<file path="src/rtl/instr_fetch_stage_if.sv">
// Fetch-stage bus bundle: hazard/redirect controls, instruction memory port
// and the IF/ID register outputs seen by decode.
interface instr_fetch_stage_if #(
    parameter int PC_W   = 9,
    parameter int INST_W = 32
);
    logic              stall;
    logic              redirect;
    logic [PC_W-1:0]   redirect_pc;
    logic [PC_W-1:0]   imem_addr;
    logic [INST_W-1:0] imem_rdata;
    logic [PC_W-1:0]   if_pc;
    logic [INST_W-1:0] if_inst;
    logic              if_valid;
    logic              halted;
    logic [31:0]       inst_count;

    modport master (
        input  stall,
        input  redirect,
        input  redirect_pc,
        input  imem_rdata,
        output imem_addr,
        output if_pc,
        output if_inst,
        output if_valid,
        output halted,
        output inst_count
    );

    modport slave (
        output stall,
        output redirect,
        output redirect_pc,
        output imem_rdata,
        input  imem_addr,
        input  if_pc,
        input  if_inst,
        input  if_valid,
        input  halted,
        input  inst_count
    );
endinterface

</file>
<file path="src/rtl/instr_fetch_stage.sv">
// IF stage with IF/ID register: PC ownership, stall/redirect handling,
// HALT detection and delivered-instruction counter.
module instr_fetch_stage #(
    parameter int                PC_W     = 9,
    parameter int                INST_W   = 32,
    parameter logic [PC_W-1:0]   RESET_PC = '0,
    parameter logic [INST_W-1:0] NOP      = 32'h00000013
) (
    input logic                 clk,
    input logic                 reset,
    instr_fetch_stage_if.master bus
);

    typedef enum logic {
        RUN,
        HALTED
    } state_e;

    typedef struct packed {
        logic [PC_W-1:0]   pc;
        logic [INST_W-1:0] inst;
        logic              valid;
    } if_id_t;

    localparam logic [6:0] HALT_OP = 7'b1111111;

    state_e          state_q, state_d;
    logic [PC_W-1:0] pc_q, pc_d;
    if_id_t          ifid_q, ifid_d;
    logic            halted_q, halted_d;
    logic [31:0]     cnt_q, cnt_d;
    logic            is_halt;

    assign is_halt = (bus.imem_rdata[6:0] == HALT_OP);

    always_ff @(posedge clk or posedge reset) begin
        if (reset) begin
            state_q  <= RUN;
            pc_q     <= RESET_PC;
            ifid_q   <= '{pc: '0, inst: NOP, valid: 1'b0};
            halted_q <= 1'b0;
            cnt_q    <= '0;
        end else begin
            state_q  <= state_d;
            pc_q     <= pc_d;
            ifid_q   <= ifid_d;
            halted_q <= halted_d;
            cnt_q    <= cnt_d;
        end
    end

    always_comb begin
        state_d  = state_q;
        pc_d     = pc_q;
        ifid_d   = ifid_q;
        halted_d = halted_q;
        cnt_d    = cnt_q;
        // Redirect wins over stall so a wrong-path HALT is always cancelled.
        if (bus.redirect) begin
            pc_d         = {bus.redirect_pc[PC_W-1:2], 2'b00};
            ifid_d.inst  = NOP;
            ifid_d.valid = 1'b0;
            state_d      = RUN;
            halted_d     = 1'b0;
        end else if (!bus.stall) begin
            unique case (state_q)
                RUN: begin
                    ifid_d.pc    = pc_q;
                    ifid_d.inst  = bus.imem_rdata;
                    ifid_d.valid = 1'b1;
                    cnt_d        = cnt_q + 32'd1;
                    if (is_halt) begin
                        state_d  = HALTED;
                        halted_d = 1'b1;
                    end else begin
                        pc_d = pc_q + PC_W'(4);
                    end
                end
                HALTED: begin
                    ifid_d.inst  = NOP;
                    ifid_d.valid = 1'b0;
                end
                default: begin
                    state_d = RUN;
                end
            endcase
        end
    end

    assign bus.imem_addr  = pc_q;
    assign bus.if_pc      = ifid_q.pc;
    assign bus.if_inst    = ifid_q.inst;
    assign bus.if_valid   = ifid_q.valid;
    assign bus.halted     = halted_q;
    assign bus.inst_count = cnt_q;

endmodule

</file>
<file path="src/flat_wrapper.sv">
// flat-port wrapper written by rule: the top's interface ports become plain ports
module instr_fetch_stage_flat 
#(
    parameter int                PC_W     = 9,
    parameter int                INST_W   = 32,
    parameter logic [PC_W-1:0]   RESET_PC = '0,
    parameter logic [INST_W-1:0] NOP      = 32'h00000013
)
  (clk, reset, bus_stall, bus_redirect, bus_redirect_pc, bus_imem_rdata, bus_imem_addr, bus_if_pc, bus_if_inst, bus_if_valid, bus_halted, bus_inst_count);
  instr_fetch_stage_if #(.PC_W(PC_W), .INST_W(INST_W)) bus_i ();
  input logic clk;
  input logic reset;
  input wire logic [$bits(bus_i.stall)-1:0] bus_stall;
  input wire logic [$bits(bus_i.redirect)-1:0] bus_redirect;
  input wire logic [$bits(bus_i.redirect_pc)-1:0] bus_redirect_pc;
  input wire logic [$bits(bus_i.imem_rdata)-1:0] bus_imem_rdata;
  output wire logic [$bits(bus_i.imem_addr)-1:0] bus_imem_addr;
  output wire logic [$bits(bus_i.if_pc)-1:0] bus_if_pc;
  output wire logic [$bits(bus_i.if_inst)-1:0] bus_if_inst;
  output wire logic [$bits(bus_i.if_valid)-1:0] bus_if_valid;
  output wire logic [$bits(bus_i.halted)-1:0] bus_halted;
  output wire logic [$bits(bus_i.inst_count)-1:0] bus_inst_count;
  assign bus_i.stall = bus_stall;
  assign bus_i.redirect = bus_redirect;
  assign bus_i.redirect_pc = bus_redirect_pc;
  assign bus_i.imem_rdata = bus_imem_rdata;
  assign bus_imem_addr = bus_i.imem_addr;
  assign bus_if_pc = bus_i.if_pc;
  assign bus_if_inst = bus_i.if_inst;
  assign bus_if_valid = bus_i.if_valid;
  assign bus_halted = bus_i.halted;
  assign bus_inst_count = bus_i.inst_count;
  instr_fetch_stage #(.PC_W(PC_W), .INST_W(INST_W), .RESET_PC(RESET_PC), .NOP(NOP)) u_core (.clk(clk), .reset(reset), .bus(bus_i));
endmodule
</file>
<file path="config.mk">
export PLATFORM = sky130hd
export DESIGN_NAME = instr_fetch_stage_flat
export DESIGN_NICKNAME = d
export VERILOG_FILES = /design/src/rtl/instr_fetch_stage_if.sv /design/src/rtl/instr_fetch_stage.sv /design/src/flat_wrapper.sv
export SDC_FILE = /design/constraint.sdc
export NUM_CORES = 1
export LEC_CHECK = 0
export CORE_MARGIN = 1.5
export CORE_UTILIZATION = 44
export CTS_CLUSTER_DIAMETER = 150
export DETAILED_ROUTE_END_ITERATION = 10
export GPL_TIMING_DRIVEN = 0
export PLACE_DENSITY = 0.8
export SETUP_SLACK_MARGIN = 0.4
export SYNTH_ARGS = -nofsm -noshare
export SYNTH_HDL_FRONTEND = slang
export SYNTH_SLANG_ARGS = --single-unit
</file>
<file path="constraint.sdc">
create_clock -name clk -period 3.41 [get_ports clk]
set_clock_uncertainty 0.2 [all_clocks]
set_input_delay 0.8525 -clock clk [delete_from_list [all_inputs] [get_ports clk]]
set_output_delay 0.8525 -clock clk [all_outputs]
set_load 0.02 [all_outputs]
</file>
* After elaboration in Yosys (flattened, before gate mapping)
Cells that the tools add are included. Widths: inputs -> output; s select.
Operators by class: add/subtract/negate cells 2, multipliers 0, divide/modulo/power cells 0, order comparisons 0, equal/unequal tests 4, shift-type cells 0, multiplexer cells 15, bitwise operators 3, reductions and logical operators 4
Operator list (number):
- $mux 33 | 2
- $pmux 33 s2 | 1
- $mux 9 | 4
- $add 32x1->32 const B | 1
- $add 9x3->9 const B | 1
- $reduce_and 3->1 | 3
- $mux 1 | 8
- $eq 7x7->1 const B | 1
- $ne 2x2->1 const B | 2
- $not 1->1 | 3
- $ne 2x1->1 const B | 1
- $reduce_bool 2->1 | 1
Storage, ports and cells: bits in registers 85, latch bits 0, memory bits (writable) 0, ROM bits 0, input bits 45, output and inout bits 84, word-level logic and storage cells 35, memories 0

* Depth between registers and ports, before layout
Gate-level depths: netlist (run 1).
word-level depth 5, depth in mapped cells 6, gate-level depth less buffers 5

* Worst setup path before layout (run 1)
Ideal clock, no wire load.
path type input -> register, start point in bus_redirect, end point reg u_core.cnt_q[19] (netlist: u_core.bus.inst_count[19]), setup time 0.131 ns, arrival 2.067 ns, data required time 3.079 ns, slack 1.011 ns, stages 6, buffers on the path 2, cells stage by stage or3_1 buf_6 nor4_4 buf_6 nand4_1 xnor2_1
On the way: cells in the longest elaborated chain, start to end 2
Ends and longest elaborated chain:
- start, declared | RTL line flat_wrapper.sv:14 | input wire logic [$bits(bus_i.redirect)-1:0] bus_redirect;
- $not 1->1 (no line)
- $reduce_and 3->1 (no line)
- end signal, assigned | RTL line instr_fetch_stage.sv:48 | cnt_q <= cnt_d;
- end, declared | RTL line instr_fetch_stage.sv:31 | logic [31:0] cnt_q, cnt_d;
No other way between the ends. A chain may end at the register's enable or synchronous reset.

* Final worst setup path (run 1)
start point in bus_stall, end point reg u_core.cnt_q[22] (netlist: u_core.bus.inst_count[22])
On the way: cells in the longest elaborated chain, start to end 2
Ends and longest elaborated chain:
- start, declared | RTL line flat_wrapper.sv:13 | input wire logic [$bits(bus_i.stall)-1:0] bus_stall;
- $not 1->1 (no line)
- $reduce_and 3->1 (no line)
No other way between the ends.

==> out/qor.yml, run 1 <==
die:
  die_w_um: 90.74
  coreArea_um2: 7331
  die_h_um: 90.74
  io_pins: 129
  placementRows: 31
  die_area_um2: 8233
  initial_core_util_pct: 46.20
worst_setup_path:
  max_stage_delay_ns: 0.51
  critical_path_class: "in2reg"
  cp-start-kind: "input port"
  end_kind: "flip-flop"
  r2r_cells: 5
  critPathLaunch: "bus_stall"
  required_ns: 3.42
  timing.rr.start: "u_core.state_q$_DFFE_PP0N_"
  worst_path_max_delay_cell: "clkdlybuf4s50_1"
  crit_arrival_ns: 2.78
  cp_cell_sequence: "clkdlybuf4s50_1 > or3_1 > buf_6 > nor3_2 > nand4_1 > xnor2_1"
  r2r_end: "u_core.bus.inst_count[22]$_DFFE_PP0P_"
  path_max_fanout: 10
  rrSetupSlack_ns: 1.24
  endpoint: "u_core.bus.inst_count[22]$_DFFE_PP0P_"
global_route:
  grtUsageTotal_pct: 21.11
  overflow: 0
  grt_pass1_vias: 2769
  grt_pass1_wl_um: 13700
  grt_max_degree: 43
  antenna_found_initial: 0
sta:
  min_period_ns: 2.766
  slew_violations: 0
  timing.final.crit_share_pct: 81.12
  tightest_slew_ns: 0.9379
  rsz0062_at_grt: "false"
  relSlewSlack_pct: 36.90
  max_freq_mhz: 361.5
  tns_ns: 0
  setup_viol: 0
  finalHoldViolCount: 0
synthesis:
  syn-instance-count: 290
  syn_area_um2: 3387
  async_flop_share_pct: 100.0
  synthFlopType: "dfrtp_1"
  synth.most_common_cell: "dfrtp_1"
  syn_avg_cell_area_um2: 11.68
  yosys-top-cells-count: "78 x dfrtp_1, 38 x nand2_1, 29 x a22o_1"
  synth_seq_cells: 81
  yosysTopAreaCellShare_pct: 57.63
  yosysTopAreaCell: "dfrtp_1"
  synth_edf_count: 0
  ys_seq_area_share_pct: 59.96
  synthTopCellsByArea: "dfrtp_1 58%, a22o_1 7.5%, xnor2_1 6.7%"
  synth.distinct_cells: 36
  yosys_warnings: 0
route:
  dr.pass1.iters: 4
  vias_per_cell: 5.173
  drc_errors: 0
  vias: 2747
  routedWlPerCell_um: 15.58
  totalWireLength_um: 8275
  ant_nets: 0
  drtIter0Drc: 119
clock_tree:
  cts_tree: "done"
  root_buffer: "clkbuf_8"
  cts_htree_levels: 3
  post_cts_buffers: 0
  cts_hold_buf: 0
  clkSlewWorstSetupHoldPaths_ns: 0.07
  clk_latency_ns: 0.34
  clock-sinks: 81
  cts-buffers-inserted: 9
  clock_path_buffers: 2
  cts_resized: 0
final_layout:
  fin_nets: 474
  design_area_um2: 4975
  drive_gt1_share_pct: 6.481
  antennaDiodeCount: 0
  nFillCells: 564
  areaGrowthSynthToFinish_pct: 46.88
status:
  outcome: "complete, no violations"
place:
  gp_congestion: 0.8571
  place_hpwl_um: 6031
  portBuffers: 122
  placed_area_um2: 4767
power_and_ir_drop:
  powerDensity_nw_per_um2: 474.4
  power.total_w: 0.002360
  leakage_nw: 2.141
  vdd_drop_max_mv: 0.2258
worst_hold_path:
  worstHoldPathType: "reg2reg"
flow_run:
  maxCapViolCount: 0
-- kinds of logic after synthesis --
logic type / share of synthesized area, %
AOI/OAI and AO/OA: 10.93
adders and majority gates: 0.7387
xor gates and xnor gates: 8.792
buffers and inverters: 2.992
other: 0.1107
muxes: 0.6280
DFF: 59.96
and+or+nand+nor: 15.85
-- per-layer routing --
layer,vias up,wire length (um),global-route usage (%)
met5,-,0,0
met4,0,153,9.259
met3,14,658,7.576
met2,107,3819,32.52
met1,1322,3643,26.69
li1,1304,-,-
-- through the flow --
step | cells | hold slack [ns] | setup slack, ns | utilization (%)
CTS | 531 | 0.2796 | 0.6892 | 67.86
floorplan | 293 | 0.3278 | 1.011 | -
global route | 531 | 0.3003 | 0.5240 | 67.86
global placement | 514 | 0.2593 | 0.3971 | 64.76
detailed placement | 515 | 0.2632 | 0.3228 | 65.03
finish | 531 | 0.2793 | 0.6438 | 67.86
-- sequential cells by signal, summed over array words and instances (netlist names) --
| signal | flops |
|---|---|
| u_core.bus.if_pc | 7 |
| u_core.bus.inst_count | 32 |
| u_core.state_q | 1 |
| u_core.bus.imem_addr | 7 |
| u_core.bus.halted | 1 |
| u_core.bus.if_inst | 32 |
| u_core.bus.if_valid | 1 |
-- final cells by class --
class	count	area (um^2)	share of cell area (%)
Clock inverter	2	35.03	0.7042
Inverter	3	15.01	0.3018
Tap cell	99	123.9	2.490
Multi-Input combinational cell	193	1266	25.45
Clock buffer	14	172.7	3.471
Timing Repair Buffer	123	1241	24.95
Buffer	16	90.09	1.811
Sequential cell	81	2031	40.82
-- how the worst min path moves through the flow --
| stage | start | end | cells past startpoint |
|---|---|---|---|
| 6_report | u_core.bus.if_valid$_DFFE_PP0N_ | u_core.bus.if_valid$_DFFE_PP0N_ | 2 |
| 5_1_grt | u_core.bus.if_pc[3]$_DFFE_PP0P_ | u_core.bus.if_pc[3]$_DFFE_PP0P_ | 2 |
| 4_1_cts | u_core.bus.inst_count[31]$_DFFE_PP0P_ | u_core.bus.inst_count[31]$_DFFE_PP0P_ | 1 |
| 3_5_place_dp | u_core.bus.if_valid$_DFFE_PP0N_ | u_core.bus.if_valid$_DFFE_PP0N_ | 2 |
| 3_3_place_gp | u_core.bus.inst_count[31]$_DFFE_PP0P_ | u_core.bus.inst_count[31]$_DFFE_PP0P_ | 1 |
| 2_1_floorplan | u_core.state_q$_DFFE_PP0N_ | u_core.state_q$_DFFE_PP0N_ | 2 |
-- worst max-delay path: cells and delay by family --
kind | cells | cell delay, ns
xor+xnor | 1 | 0.19
buf+inv | 2 | 0.67
simple gates | 3 | 1.07
-- cells in the final DEF, fill, tap and decap left out, drive strengths merged, types with 4 or more instances in the layout --
master,Yosys,final
dfrtp,78,78
clkbuf,10,24
nand3,15,15
and3,4,4
nand2,38,38
buf,6,7
o21ai,5,5
nand4,17,17
conb,1,4
nor4,5,5
clkdlybuf4s50,0,122
a22o,29,29
nor3,4,4
xor2,8,8
nor2,12,12
xnor2,26,26
-- power breakdown --
part | switching, W | internal (W) | leakage (nW)
sequential | 0.0000907 | 0.00104 | 1.06
clock | 0.000320 | 0.000398 | 0.107
combinational | 0.000251 | 0.000255 | 0.975
Note: power is estimated with default switching activity, not from simulation.
==> run 2, diff against run 1 <==
--- a/config.mk
+++ b/config.mk
@@ -6,11 +6,11 @@
 export NUM_CORES = 1
 export LEC_CHECK = 0
 export CORE_MARGIN = 1.5
-export CORE_UTILIZATION = 44
+export CORE_UTILIZATION = 40
 export CTS_CLUSTER_DIAMETER = 150
 export DETAILED_ROUTE_END_ITERATION = 10
 export GPL_TIMING_DRIVEN = 0
-export PLACE_DENSITY = 0.8
+export PLACE_DENSITY = 0.77
 export SETUP_SLACK_MARGIN = 0.4
 export SYNTH_ARGS = -nofsm -noshare
 export SYNTH_HDL_FRONTEND = slang
==> constraint.sdc (replaced) <==
create_clock -name clk -period 2.4 [get_ports clk]
set_clock_uncertainty 0.2 [all_clocks]
set_input_delay 0.6 -clock clk [delete_from_list [all_inputs] [get_ports clk]]
set_output_delay 0.6 -clock clk [all_outputs]
set_load 0.02 [all_outputs]
==> out/qor.yml, run 2 (synthesis gave the netlist of run 1 again) <==
die:
  io_pins: 129  # unchanged
  initial_core_util_pct: 41.22  # -5.0 points
  die_h_um: 95.02  # +4.7%
  placementRows: 33  # +6.5%
  coreArea_um2: 8217  # +12%
  die_w_um: 95.02  # +4.7%
  die_area_um2: 9029  # +9.7%
clock_tree:
  cts-buffers-inserted: 9  # unchanged
  clkSlewWorstSetupHoldPaths_ns: 0.08  # about the same
  cts_htree_levels: 3  # unchanged
  cts_tree: "done"
  clock-sinks: 81  # unchanged
  clk_latency_ns: 0.35  # about the same
  cts_hold_buf: 0  # unchanged
  root_buffer: "clkbuf_8"
  clock_path_buffers: 2  # unchanged
place:
  post-place-ws_ns: -0.3474  # -0.6702 ns
  gp_congestion: 0.8022  # -6.4%
  place_hpwl_um: 6252  # +3.7%
  portBuffers: 122  # unchanged
global_route:
  grt_pass1_wl_um: 13990  # +2.2%
  overflow: 0  # unchanged
  antenna_found_initial: 0  # unchanged
  grt_pass1_vias: 2845  # +2.7%
  grt_max_degree: 43  # unchanged
  grtUsageTotal_pct: 20.38  # -0.73 points
flow_run:
  maxCapViolCount: 0  # unchanged
worst_setup_path:
  cp_top_family: "flip-flops"
  max_stage_delay_ns: 0.44  # -0.07 ns
  cp_cell_sequence: "dlygate4sd2_1"
  path_max_fanout: 6  # -4
  required_ns: 1.60  # -1.82 ns
  critical_path_class: "reg2out"
  path_buf_inv: 1  # -1
  rrSetupSlack_ns: 0.46  # -0.78 ns
  end_kind: "output pin"
  worst_path_max_delay_cell: "dfrtp_1"
  cp-start-kind: "flip-flop"
  crit_arrival_ns: 1.16  # -1.62 ns
sta:
  rsz0062_at_grt: "false"
  finalHoldViolCount: 0  # unchanged
  tightest_slew_ns: 0.8617  # -0.07622 ns
  fin_ws_ns: 0.4407  # -0.2031 ns
  hold_ws_ns: 0.2688  # -0.01050 ns
  slew_violations: 0  # unchanged
  setup_viol: 0  # unchanged
  timing.final.crit_share_pct: 81.64
  min_period_ns: 1.959
  relSlewSlack_pct: 42.43  # +5.5 points
  max_freq_mhz: 510.4
route:
  wl_met3_um: 640  # -2.7%
  drtIter0Drc: 106  # -11%
  ant_nets: 0  # unchanged
  dr.pass1.iters: 4  # unchanged
  drt-met1-wl_um: 3714  # +1.9%
  vias: 2834  # +3.2%
  routedWlPerCell_um: 15.90  # +2.0%
  drc_errors: 0  # unchanged
  totalWireLength_um: 8695  # +5.1%
  wl_met2_um: 4233  # +11%
  vias_per_cell: 5.181  # +0.15%
  highest_layer: "met4"
power_and_ir_drop:
  vdd_drop_max_mv: 0.3257  # +44%
  powerDensity_nw_per_um2: 674.9  # +42%
  leakage_nw: 2.555  # +19%
status:
  outcome: "complete, no violations"
worst_hold_path:
  worstHoldPathType: "reg2reg"
final_layout:
  fin_nets: 484  # +2.1%
  drive_gt1_share_pct: 14.25  # +7.8 points
  antennaDiodeCount: 0  # unchanged
  areaGrowthSynthToFinish_pct: 49.83
  layout_commonest_cell: "dfrtp_1"
  layout.cells.most_common_list: "76 x dfrtp_1, 68 x dlygate4sd2_1, 37 x nand2_1"
## run 2: through the flow
stage / setup TNS (ns) / cell area, um^2 / std cells / power (W) / util, %
after floorplan: 0 / 3423 / 293 / 0.001977 / -
after global placement: -27.50 / 4776 / 520 / 0.002361 / 58.12
after detailed placement: -11.82 / 4796 / 521 / 0.002381 / 58.37
after CTS: 0 / 5046 / 546 / 0.003452 / 61.41
after global routing: 0 / 5075 / 547 / 0.003591 / 61.76
final: 0 / 5075 / 547 / 0.003425 / 61.76
## run 2: cell type report
cell class / count / area [um^2]
Sequential cell: 81 / 2033
Multi-Input combinational cell: 193 / 1338
Clock buffer: 12 / 165.2
Timing Repair Buffer: 133 / 1222
Inverter: 3 / 15.01
Fill cell: 701 / 3142
Buffer: 16 / 96.34
Tap cell: 105 / 131.4
Clock inverter: 4 / 73.82
## run 2: worst paths after layout
check / from / to / cells after the start
hold / removal: u_core.bus.if_pc[5]$_DFFE_PP0P_ / u_core.bus.if_pc[5]$_DFFE_PP0P_ / 2
setup / recovery: u_core.bus.imem_addr[5]$_DFFE_PP0P_ / bus_imem_addr[5] / 1
max in group asynchronous: reset / u_core.bus.inst_count[8]$_DFFE_PP0P_ / 3
min in group asynchronous: reset / u_core.bus.if_inst[20]$_DFFE_PP0N_ / 2
hold reg to reg: u_core.bus.if_pc[5]$_DFFE_PP0P_ / u_core.bus.if_pc[5]$_DFFE_PP0P_ / 2
setup reg to reg: u_core.state_q$_DFFE_PP0N_ / u_core.bus.inst_count[9]$_DFFE_PP0P_ / 6
## run 2: per-layer routing
| metal | vias to the layer above | track usage [%] |
|---|---|---|
| li1 | 1327 | - |
| met3 | 10 | 5.343 |
| met1 | 1385 | 26.42 |
| met2 | 112 | 32.86 |
| met5 | - | 0 |
| met4 | 0 | 7.463 |
## run 2: what timing repair did
action | 4_1_cts | 5_1_grt
setup endpoints to repair | 152 | 50
cloned | 1 | 0
setup buffers | 8 | 1
hold endpoints to repair | 0 | 0
pin swaps | 8 | 7
gates resized for setup | 105 | 25
## run 2: power by group
group	leakage, nW	switching (W)	internal [W]
clock	0.123	0.000483	0.000672
combinational	1.38	0.000370	0.000284
sequential	1.06	0.000131	0.00149
total	2.55	0.000984	0.00244
==> run 3, diff against run 2 <==
==> constraint.sdc (replaced) <==
create_clock -name clk -period 1.7 [get_ports clk]
set_clock_uncertainty 0.2 [all_clocks]
set_input_delay 0.425 -clock clk [delete_from_list [all_inputs] [get_ports clk]]
set_output_delay 0.425 -clock clk [all_outputs]
set_load 0.02 [all_outputs]
==> out/qor.yml, run 3 (synthesis gave the netlist of run 1 again) <==
power_and_ir_drop:
  power.total_w: 0.005210  # +52%
  vdd_drop_max_mv: 0.5896  # +81%
  power.share.switching_pct: 30.97  # +2.3 points
  p_int_w: 0.003596  # +47%
  powerDensity_nw_per_um2: 815.3  # +21%
  leakage_nw: 3.112  # +22%
  power.share.sequential_pct: 44.3  # -2.9 points
  clkPwrFrac_pct: 26.6  # -7.1 points
  switching_power_w: 0.001614  # +64%
  p_comb_share_pct: 29.1  # +10 points
status:
  violations: "setup timing"
  outcome: "complete, but fails checks"
worst_setup_path:
  cp-start-kind: "flip-flop"
  worst_path_most_repeated_cell: "buf_6"
  max_stage_delay_ns: 0.41  # -0.03 ns
  crit_arrival_ns: 1.96  # +0.80 ns
  end_kind: "flip-flop"
  critical_path_class: "reg2reg"
  cp_cell_sequence: "or3_1 > buf_6 > buf_12 > nor3_4 > buf_6 > nand4_1 > xnor2_1"
  required_ns: 1.73  # +0.13 ns
  path_max_fanout: 5  # -1
  worst_path_max_delay_cell: "dfrtp_2"
die:
  initial_core_util_pct: 41.22  # unchanged
  die_area_um2: 9029  # unchanged
  coreArea_um2: 8217  # unchanged
  die_w_um: 95.02  # unchanged
  placementRows: 33  # unchanged
  die_h_um: 95.02  # unchanged
  io_pins: 129  # unchanged
global_route:
  overflow: 0  # unchanged
  grt_max_degree: 40  # -7.0%
  grt_pass1_vias: 3321  # +17%
  grt_pass1_wl_um: 15990  # +14%
  antenna_found_initial: 0  # unchanged
  grtUsageTotal_pct: 22.89  # +2.5 points
sta:
  min_period_ns: 1.923
  timing.final.crit_share_pct: 113.1
  finalHoldViolCount: 0  # unchanged
  slew_violations: 0  # unchanged
  max_freq_mhz: 520.0
  rsz0062_at_grt: "true"
  fin_ws_ns: -0.2231  # -0.6638 ns
  setup_viol: 37  # +37
clock_tree:
  clkSlewWorstSetupHoldPaths_ns: 0.08  # about the same
  clock_path_buffers: 2  # unchanged
  clk_latency_ns: 0.35  # about the same
  root_buffer: "clkbuf_8"
  cts_tree: "done"
  clock-sinks: 81  # unchanged
  cts-buffers-inserted: 9  # unchanged
  cts_htree_levels: 3  # unchanged
  cts_hold_buf: 0  # unchanged
flow_run:
  maxCapViolCount: 0  # unchanged
place:
  place_hpwl_um: 6260  # +0.12%
  gp_congestion: 0.8154  # +1.6%
  dp.cells: 522  # +0.19%
  portBuffers: 122  # unchanged
  placed_area_um2: 4933  # +2.9%
final_layout:
  fin_cells: 645  # +18%
  areaGrowthSynthToFinish_pct: 88.66
  nFillCells: 501  # -29%
  design_area_um2: 6390  # +26%
  antennaDiodeCount: 0  # unchanged
  layout_commonest_cell: "buf_6"
  layout.cells.most_common_list: "105 x buf_6, 86 x buf_4, 65 x dfrtp_1"
  fin_nets: 582  # +20%
  drive_gt1_share_pct: 51.30  # +37 points
  final_core_util_pct: 77.77  # +16 points
route:
  drtIter0Drc: 141  # +33%
  vias: 3345  # +18%
  routedWlPerCell_um: 17.44  # +9.7%
  dr.pass1.iters: 5  # +1
  drc_errors: 0  # unchanged
  totalWireLength_um: 11250  # +29%
  ant_nets: 0  # unchanged
  vias_per_cell: 5.186  # about the same
worst_hold_path:
  worstHoldPathType: "in2reg"
[run 3: per-layer routing]
metal | global-route usage, % | up-vias | wire length [um]
li1 | - | 1516 | -
met1 | 28.31 | 1661 | 4599
met2 | 40.06 | 135 | 5861
met3 | 4.466 | 33 | 522
met4 | 7.463 | 0 | 267
met5 | 0 | - | 0
[run 3: final timing paths]
path,startpoint,end,slack (ns),depth (start not counted)
setup / recovery,u_core.state_q$_DFFE_PP0N_,u_core.bus.inst_count[16]$_DFFE_PP0P_,-0.22,7
hold / removal,bus_imem_rdata[1],u_core.bus.if_inst[1]$_DFFE_PP1N_,0.11,2
setup reg to reg,u_core.state_q$_DFFE_PP0N_,u_core.bus.inst_count[16]$_DFFE_PP0P_,-0.22,7
hold reg to reg,u_core.bus.if_pc[3]$_DFFE_PP0P_,u_core.bus.if_pc[3]$_DFFE_PP0P_,0.31,2
max in group asynchronous,reset,u_core.bus.inst_count[2]$_DFFE_PP0P_,0.60,3
min in group asynchronous,reset,u_core.bus.inst_count[19]$_DFFE_PP0P_,0.36,2
[run 3: power by group through the flow]
stage	logic (W)	clock network, W	registers (W)
floorplan	0.000324	0	0.00249
global placement	0.00106	0	0.00231
detailed placement	0.00109	0	0.00232
CTS	0.00133	0.00138	0.00227
global route	0.00160	0.00147	0.00233
finish	0.00152	0.00139	0.00231
[run 3: critical path, delay by kind of cell, from the launching register on]
family        cells  cell delay (ns)
simple gates      3             0.61
buf+inv           3             0.44
flops             1             0.41
xor+xnor          1             0.16
[run 3: layout make-up]
type	count	area (um^2)	area share, %
repair buffers	230	2271	35.54
flip-flops and latches	81	2047	32.03
multi-input cells	193	1529	23.93
plain buffers	16	202.7	3.172
clock buffers	11	131.4	2.056
well taps	105	131.4	2.056
clock inverters	5	56.30	0.8811
inverters	3	16.27	0.2546
repair inverters	1	5.005	0.07832
[run 3: repair_timing]
item                       in CTS  in global routing
setup buffers                  65                 36
gates cloned                    4                  2
resized for setup             517                 68
pin swaps                      27                 55
setup endpoints to repair     161                200
[run 3: stage by stage]
| step | setup TNS, ns | setup slack [ns] | hold slack, ns |
|---|---|---|---|
| floorplan | -2.515 | -0.1456 | 0.3462 |
| global placement | -101.13 | -0.8742 | 0.2588 |
| detailed placement | -42.45 | -0.8860 | 0.2659 |
| CTS | -5.124 | -0.2931 | 0.2526 |
| global route | -6.353 | -0.3085 | 0.09903 |
| finish | -3.920 | -0.2231 | 0.1098 |
